File: config.mk
export PLATFORM = sky130hd
export DESIGN_NAME = atm_session_ctrl
export DESIGN_NICKNAME = d
export VERILOG_FILES = /design/src/rtl/atm_session_ctrl.sv
export SDC_FILE = /design/constraint.sdc
export NUM_CORES = 1
export LEC_CHECK = 0
export CAP_MARGIN = 10
export CORE_UTILIZATION = 48
export DETAILED_ROUTE_END_ITERATION = 8
export PLACE_DENSITY = 0.72
export SLEW_MARGIN = 10
export SYNTH_ARGS = -nofsm -noshare
export SYNTH_HDL_FRONTEND = slang
export SYNTH_SLANG_ARGS = --single-unit
export TNS_END_PERCENT = 1
File: constraint.sdc
create_clock -name clk -period 1.73 [get_ports clk]
set_input_delay 0.4325 -clock clk [delete_from_list [all_inputs] [get_ports clk]]
set_output_delay 0.4325 -clock clk [all_outputs]
set_load 0.02 [all_outputs]
File: src/rtl/atm_session_ctrl.sv
// ATM session front end: card/PIN verification with retry lockout, then menu keys to a 2-bit operation offer.
// Every output is a flop. The operation offer holds until choice_ready, and the offer is dropped immediately on card removal.
module atm_session_ctrl #(
  parameter int PIN_DIGITS  = 4,
  parameter int MAX_TRIES   = 3,
  parameter int TIMEOUT_CYC = 1000
) (
  input  logic                           clk,
  input  logic                           rst_n,
  input  logic                           card_in,
  input  logic [4*PIN_DIGITS-1:0]        card_pin,
  input  logic                           key_valid,
  input  logic [3:0]                     key_code,
  output logic [1:0]                     choice,
  output logic                           choice_valid,
  input  logic                           choice_ready,
  output logic                           authed,
  output logic                           pin_error,
  output logic [$clog2(MAX_TRIES+1)-1:0] tries_used,
  output logic                           eject,
  output logic                           card_retain
);

  localparam int BW = 4 * PIN_DIGITS;
  localparam int CW = $clog2(PIN_DIGITS + 1);
  localparam int TW = $clog2(MAX_TRIES + 1);
  localparam int IW = $clog2(TIMEOUT_CYC);

  localparam logic [CW-1:0] CNT_FULL = CW'(PIN_DIGITS);
  localparam logic [TW-1:0] TRY_MAX  = TW'(MAX_TRIES);
  localparam logic [IW-1:0] IDLE_END = IW'(TIMEOUT_CYC - 1);
  localparam logic [3:0]    KEY_ENTER  = 4'hA;
  localparam logic [3:0]    KEY_CANCEL = 4'hB;

  typedef enum logic [2:0] {
    S_IDLE, S_PIN, S_CHECK, S_MENU, S_ISSUE, S_EJECT, S_LOCKED
  } state_t;

  state_t          state_q;
  logic [BW-1:0]   pin_q;
  logic [BW-1:0]   buf_q;
  logic [CW-1:0]   cnt_q;
  logic [IW-1:0]   idle_q;
  logic            in_session;
  logic            timed_out;

  assign in_session = (state_q == S_PIN) || (state_q == S_CHECK) ||
                      (state_q == S_MENU) || (state_q == S_ISSUE);
  assign timed_out  = (idle_q == IDLE_END);

  always_ff @(posedge clk or negedge rst_n) begin
    if (!rst_n) begin
      state_q      <= S_IDLE;
      pin_q        <= '0;
      buf_q        <= '0;
      cnt_q        <= '0;
      idle_q       <= '0;
      choice       <= '0;
      choice_valid <= 1'b0;
      authed       <= 1'b0;
      pin_error    <= 1'b0;
      tries_used   <= '0;
      eject        <= 1'b0;
      card_retain  <= 1'b0;
    end else begin
      pin_error <= 1'b0;
      eject     <= 1'b0;
      // Card removal outranks keys and timeout, including mid-handshake.
      if (!card_in && in_session) begin
        state_q      <= S_IDLE;
        authed       <= 1'b0;
        choice_valid <= 1'b0;
        pin_q        <= '0;
        buf_q        <= '0;
        cnt_q        <= '0;
      end else begin
        case (state_q)
          S_IDLE: begin
            if (card_in) begin
              pin_q      <= card_pin;
              buf_q      <= '0;
              cnt_q      <= '0;
              idle_q     <= '0;
              tries_used <= '0;
              state_q    <= S_PIN;
            end
          end
          S_PIN: begin
            if (key_valid) begin
              idle_q <= '0;
              if (key_code <= 4'd9) begin
                if (cnt_q < CNT_FULL) begin
                  buf_q <= (buf_q << 4) | BW'(key_code);
                  cnt_q <= cnt_q + 1'b1;
                end
              end else if (key_code == KEY_ENTER) begin
                state_q <= S_CHECK;
              end else if (key_code == KEY_CANCEL) begin
                state_q <= S_EJECT;
                eject   <= 1'b1;
              end
            end else if (timed_out) begin
              state_q <= S_EJECT;
              eject   <= 1'b1;
            end else begin
              idle_q <= idle_q + 1'b1;
            end
          end
          S_CHECK: begin
            if (cnt_q == CNT_FULL && buf_q == pin_q) begin
              state_q <= S_MENU;
              authed  <= 1'b1;
              idle_q  <= '0;
            end else begin
              pin_error  <= 1'b1;
              tries_used <= tries_used + 1'b1;
              if (tries_used + 1'b1 == TRY_MAX) begin
                state_q     <= S_LOCKED;
                card_retain <= 1'b1;
              end else begin
                buf_q   <= '0;
                cnt_q   <= '0;
                idle_q  <= '0;
                state_q <= S_PIN;
              end
            end
          end
          S_MENU: begin
            if (key_valid) begin
              idle_q <= '0;
              if (key_code >= 4'd1 && key_code <= 4'd4) begin
                choice       <= key_code[1:0] - 2'd1;
                choice_valid <= 1'b1;
                state_q      <= S_ISSUE;
              end else if (key_code == KEY_CANCEL) begin
                state_q <= S_EJECT;
                eject   <= 1'b1;
                authed  <= 1'b0;
              end
            end else if (timed_out) begin
              state_q <= S_EJECT;
              eject   <= 1'b1;
              authed  <= 1'b0;
            end else begin
              idle_q <= idle_q + 1'b1;
            end
          end
          S_ISSUE: begin
            if (choice_ready) begin
              choice_valid <= 1'b0;
              idle_q       <= '0;
              state_q      <= S_MENU;
            end
          end
          S_EJECT: begin
            if (!card_in) begin
              state_q <= S_IDLE;
              pin_q   <= '0;
              buf_q   <= '0;
              cnt_q   <= '0;
            end
          end
          S_LOCKED: begin
            if (!card_in) begin
              state_q     <= S_IDLE;
              card_retain <= 1'b0;
              pin_q       <= '0;
              buf_q       <= '0;
              cnt_q       <= '0;
            end
          end
          default: state_q <= S_IDLE;
        endcase
      end
    end
  end

endmodule

==> results of run 1 <==
[power groups by stage]
stage | registers, mW | logic (mW) | clock network (mW)
2_1_floorplan | 1.55 | 0.419 | 0
3_3_place_gp | 1.56 | 0.711 | 0
3_5_place_dp | 1.56 | 0.732 | 0
4_1_cts | 1.54 | 0.751 | 1.27
5_1_grt | 1.55 | 0.842 | 1.34
6_report | 1.54 | 0.756 | 1.27
[registers in the layout (all words and copies together), names as in the netlist]
name and cells:
buf_q 16, pin_q 16, idle_q 10, cnt_q 3, state_q 3, choice 2, tries_used 2, authed 1
card_retain 1, choice_valid 1, eject 1, pin_error 1
[cell type report]
cell class / count / area, um2 / area share
Timing Repair Buffer: 103 / 895 / 0.205
Multi-Input combinational cell: 248 / 1680 / 0.386
Clock inverter: 5 / 55.1 / 0.0126
Sequential cell: 57 / 1430 / 0.328
Tap cell: 77 / 96.3 / 0.0221
Inverter: 14 / 56.3 / 0.0129
Clock buffer: 11 / 141 / 0.0325
[what timing repair did]
action,in CTS,in global routing
gates resized for setup,16,14
pin swaps,11,12
setup endpoints to repair,45,58
setup buffers,2,1
[metrics by stage]
stage	utilization	setup WS [ns]	setup TNS [ns]
5_1_grt	0.682	-0.210	-5.13
2_1_floorplan	-	-0.0497	-0.818
4_1_cts	0.673	-0.149	-1.64
6_report	0.682	-0.108	-1.42
3_3_place_gp	0.638	-0.604	-22.30
3_5_place_dp	0.638	-0.662	-23.29
[per-layer routing]
metal / part of all wire / vias to the layer above / wire [um]
met5: 0 / - / 0
met4: 0.015 / 0 / 116
met3: 0.046 / 13 / 364
met2: 0.47 / 74 / 3710
met1: 0.47 / 1380 / 3710
li1: - / 1403 / -
[cell usage after synthesis (all sizes together) (2+ instances only)]
cell type  instances
a31oi             11
a22o              17
or3                2
nor2b              5
nor2              20
or2b               2
inv               13
dfrtp             57
and3               5
a41oi              4
a221oi             4
mux2               2
buf               10
clkbuf             7
a221o              2
ha                 9
o211ai             3
nand2             54
a21oi             14
nor3               7
nand3             10
nand4              5
o21ai             30
nor4               3
xnor2             16
nand2b             3
and2               2
o21a               3
[critical path: stages (launching register included)]
cell and delay [ns]:
dfrtp_1 0.37, or2b_1 0.22, or4_4 0.58, o21a_4 0.26
a21oi_2 0.11, o21ai_1 0.06, a21boi_1 0.12
[worst paths after layout]
| check | from | to | slack, ns |
|---|---|---|---|
| max | idle_q[4] | authed | -0.11 |
| min | rst_n | pin_q[7] | 0.04 |
| max reg2reg | idle_q[4] | authed | -0.11 |
| min reg2reg | pin_q[8] | pin_q[8] | 0.50 |
| max in group asynchronous | rst_n | state_q[2] | 1.22 |
| min in group clk | pin_q[8] | pin_q[8] | 0.50 |
[cell families after synthesis]
logic type / Yosys count / synth area share
AND/OR/NAND/NOR: 124 / 0.196
flip-flops: 57 / 0.449
XOR/XNOR: 16 / 0.0441
multiplexers: 3 / 0.0102
adder cells (fa/ha/maj): 9 / 0.0354
buffers and inverters: 31 / 0.0555
AO/OA/AOI/OAI: 96 / 0.210
==> impl_metrics.py, run 1 <==
metrics = {
    "outcome": {
        "status": "finished with violations",
        "failed_checks": "negative setup slack",
    },
    "floorplanning": {
        "coreArea_um2": 6390,
        "die_width_um": 83.4,
        "start_util": 0.498,
        "die_height_um": 83.4,
        "die-area_um2": 6950,
        "rows": 29,
        "ios": 34,
    },
    "power_and_ir_drop": {
        "internal_power_mw": 2.53,
        "power_mw": 3.57,
        "power_switching_mw": 1.04,
        "p_comb_frac": 0.212,
        "clkPwrFrac": 0.356,
        "swShare": 0.291,
        "power_frac_seq": 0.432,
        "irDropWorstVdd_mv": 0.662,
        "p_leak_nw": 2.03,
        "p_per_area_nw_per_um2": 819,
    },
    "finish": {
        "final_common_cell": "buf_4",
        "layout.nets": 467,
        "drive_gt1_frac": 0.285,
        "finalNonFillerCells": 515,
        "stdcell_area_um2": 4350,
        "nFillCells": 515,
        "final_cell_mix": "buf_4 (64), dfrtp_1 (55), nand2_1 (51)",
        "area_growth_pct": 37.0,
        "insertedDiodeCount": 0,
    },
    "global_routing": {
        "track_usage": 0.244,
        "grt_pass1_wl_um": 13500,
        "grt.busiest_layer": "met2",
        "grt_overflow": 0,
        "grtUsageMet2": 0.378,
        "antenna_found_initial": 0,
        "met3_usage": 0.0557,
        "grt_pass1_vias": 2880,
        "grtUsageMet1": 0.339,
        "grt_max_degree": 33,
    },
    "sta": {
        "max_freq_mhz": 544,
        "drv_slew": 0,
        "hold_violations": 0,
        "fin_worst_skew_ns": 0.00454,
        "rsz0062_at_grt": "true",
        "period_minus_slack_ns": 1.84,
        "finalSetupViolCount": 29,
        "slew-limit-headroom": 0.695,
        "fin_crit_sh": 1.06,
        "finalWorstSetupSlack_ns": -0.108,
        "tightestPinTransition_ns": 0.457,
        "hold_slack_ns": 0.0366,
    },
    "setup_path": {
        "end_kind": "flop",
        "worst_r2r_path_depth": 6,
        "crit_path_max_fanout": 3,
        "critPathRequiredTime_ns": 1.96,
        "worst_setup_path_start_kind": "flop",
        "cp.arrival_ns": 2.07,
        "critPathKind": "reg2reg",
    },
    "clocking": {
        "cts_hold_buf": 0,
        "clkTransAtPathRegs_ns": 0.07,
        "cts.sinks": 57,
        "root_buffer": "clkbuf_8",
        "cts_buffers": 9,
        "cts_tree": "built",
        "h-tree-depth": 3,
        "clockBufferDepth": 2,
        "clock_latency_ns": 0.34,
    },
    "placement": {
        "hpwl_um": 5700,
        "routabilityCongestion": 0.874,
        "placed_cell_area_um2": 4080,
        "io_buffer_count": 33,
        "dp_cells": 496,
    },
    "drt": {
        "num_vias": 2870,
        "route.detailed.drc": 0,
        "drtIter0Drc": 159,
        "vias_per_cell": 5.57,
        "wl_per_cell_um": 15.3,
        "antenna_left": 0,
        "drt-pass1-iter-count": 4,
        "wirelength_um": 7900,
    },
    "synthesis": {
        "synth_cells": 336,
        "ys_warn_count": 0,
        "synth_area_leaders": "dfrtp_1 (45%), nand2_1 (6.0%), a22o_1 (4.7%), xnor2_1 (4.4%), o21ai_0 (4.1%)",
        "yosys.area.top_type": "dfrtp_1",
        "netlist_area_um2": 3180,
        "synthFlopType": "dfrtp_1",
        "synth_edf_count": 0,
        "async_reset_ff_frac": 1.00,
        "ys_ff_latch": 57,
        "syn_nets": 370,
        "synth.top_cell.area_share": 0.449,
        "synth_cell_types": 55,
        "ys_seq_area_frac": 0.449,
        "syn-mean-instance-area_um2": 9.46,
    },
    "flow_run": {
        "cap_violations": 0,
    },
    "min_path": {
        "hp-class": "in2async",
    },
}
No activity file was read; power rests on OpenSTA's default activity.
==> run 2, diff against run 1 <==
- HOLD_SLACK_MARGIN: unset -> 0.02
==> results of run 2 <==
Final layout, timing and power as in run 1 (identical DEF).
==> run 3, diff against run 2 <==
- CORE_UTILIZATION: 48 -> 50
- PLACE_DENSITY: 0.72 -> 0.75
==> impl_metrics.py, run 3 (same netlist as run 1, synthesis figures left out) <==
metrics = {
    "outcome": {
        "status": "finished with violations",
        "failed_checks": "negative setup slack",
    },
    "power_and_ir_drop": {
        "p_leak_nw": 2.06,
        "power_frac_seq": 0.409,
        "clkPwrFrac": 0.392,
        "irDropWorstVdd_mv": 0.678,
        "swShare": 0.267,
        "p_per_area_nw_per_um2": 855,
        "p_comb_frac": 0.199,
        "power_switching_mw": 1.01,
        "internal_power_mw": 2.77,
    },
    "placement": {
        "hpwl_um": 5650,
        "dp_cells": 497,
        "io_buffer_count": 33,
        "routabilityCongestion": 0.928,
    },
    "drt": {
        "antenna_left": 0,
        "route.detailed.drc": 0,
        "wl_per_cell_um": 15.4,
        "num_vias": 2884,
        "wirelength_um": 7910,
        "drt-pass1-iter-count": 4,
        "vias_per_cell": 5.60,
        "drtIter0Drc": 177,
    },
    "finish": {
        "final_cell_mix": "buf_4 (65), dfrtp_1 (54), nand2_1 (51)",
        "layout.nets": 469,
        "insertedDiodeCount": 0,
        "area_growth_pct": 38.8,
        "reg_top3": "buf_q x16, pin_q x16, idle_q x10",
        "finalNonFillerCells": 515,
        "fin_util": 0.732,
        "final_common_cell": "buf_4",
        "drive_gt1_frac": 0.298,
        "nFillCells": 442,
    },
    "clocking": {
        "root_buffer": "clkbuf_8",
        "clkTransAtPathRegs_ns": 0.07,
        "h-tree-depth": 3,
        "clockBufferDepth": 2,
        "cts.sinks": 57,
        "cts_tree": "built",
        "cts_buffers": 9,
        "clock_latency_ns": 0.34,
        "cts_hold_buf": 0,
    },
    "setup_path": {
        "critPathRequiredTime_ns": 1.96,
        "max_stage_delay_ns": 0.55,
        "crit_path_max_fanout": 3,
        "worst_setup_path_start_kind": "flop",
        "end_kind": "flop",
        "path_cells": "or2b_1, or4_4, o21a_4, a21oi_2, o21ai_1, a21boi_1",
        "cp.arrival_ns": 2.07,
        "cp_slowest_cell": "or4_4",
        "critPathKind": "reg2reg",
    },
    "sta": {
        "tightestPinTransition_ns": 0.460,
        "fin_crit_sh": 1.06,
        "period_minus_slack_ns": 1.84,
        "finalWorstSetupSlack_ns": -0.111,
        "finalSetupViolCount": 29,
        "slew-limit-headroom": 0.693,
        "drv_slew": 0,
        "hold_violations": 0,
        "rsz0062_at_grt": "true",
        "fin_worst_skew_ns": 0.00674,
        "max_freq_mhz": 543,
    },
    "flow_run": {
        "cap_violations": 0,
    },
    "floorplanning": {
        "die_width_um": 81.7,
        "start_util": 0.528,
        "coreArea_um2": 6030,
        "die_height_um": 81.7,
        "ios": 34,
        "rows": 28,
        "die-area_um2": 6680,
    },
    "global_routing": {
        "grt.busiest_layer": "met2",
        "grt_max_degree": 33,
        "grt_overflow": 0,
        "grtUsageMet1": 0.367,
        "grtUsageMet2": 0.406,
        "grt_pass1_wl_um": 13200,
        "antenna_found_initial": 0,
        "track_usage": 0.266,
        "met3_usage": 0.0533,
        "grt_pass1_vias": 2814,
    },
    "min_path": {
        "hp-class": "in2async",
    },
}
-- run 3: area by class of cell --
cell class	count	area (um2)	share of cell area
Clock buffer	12	165	0.0374
Sequential cell	57	1430	0.324
Multi-Input combinational cell	248	1690	0.382
Inverter	14	52.6	0.0119
Clock inverter	4	73.8	0.0167
Timing Repair Buffer	105	912	0.207
Tap cell	75	93.8	0.0213
-- run 3: worst max-delay path, delay by kind of cell (launching register included) --
kind | cells | cell delay, ns
compound gates | 4 | 0.55
flops | 1 | 0.38
simple gates | 2 | 0.78
-- run 3: timing repair --
action,CTS,global route
pin swaps,10,8
resized for setup,18,18
endpoints found under the setup margin,47,57
buffers inserted,2,0
hold endpoints to repair,0,0
-- run 3: final timing paths --
kind,startpoint,to,slack [ns],cells past startpoint
min in group clk,card_in,choice_valid,0.47,3
hold / removal,rst_n,buf_q[11],0.03,1
hold reg to reg,pin_q[3],pin_q[3],0.50,2
max in group asynchronous,rst_n,state_q[1],1.19,2
setup reg to reg,idle_q[4],authed,-0.11,6
setup / recovery,idle_q[4],authed,-0.11,6
-- run 3: through the flow --
step,TNS [ns],hold slack [ns],power [mW],worst slack (ns),area [um2]
final,-0.961,0.0319,3.77,-0.111,4410
after global routing,-3.45,0.0613,3.94,-0.185,4410
after CTS,-0.911,0.0332,3.78,-0.114,4370
after detailed placement,-25.58,0.407,2.29,-0.641,4110
after global placement,-24.14,0.403,2.27,-0.593,4110
after floorplan,-0.818,0.137,1.97,-0.0497,3250
-- run 3: metal layers --
layer | part of all wire | vias to the layer above
met3 | 0.065 | 17
li1 | - | 1405
met1 | 0.47 | 1362
met5 | 0 | -
met4 | 0.023 | 0
met2 | 0.44 | 100
-- run 3: power by group through the flow --
| stage | combinational [mW] | clock (mW) | sequential [mW] |
|---|---|---|---|
| finish | 0.750 | 1.48 | 1.54 |
| global route | 0.831 | 1.56 | 1.56 |
| CTS | 0.737 | 1.50 | 1.54 |
| detailed placement | 0.723 | 0 | 1.56 |
| global placement | 0.705 | 0 | 1.56 |
| floorplan | 0.419 | 0 | 1.55 |
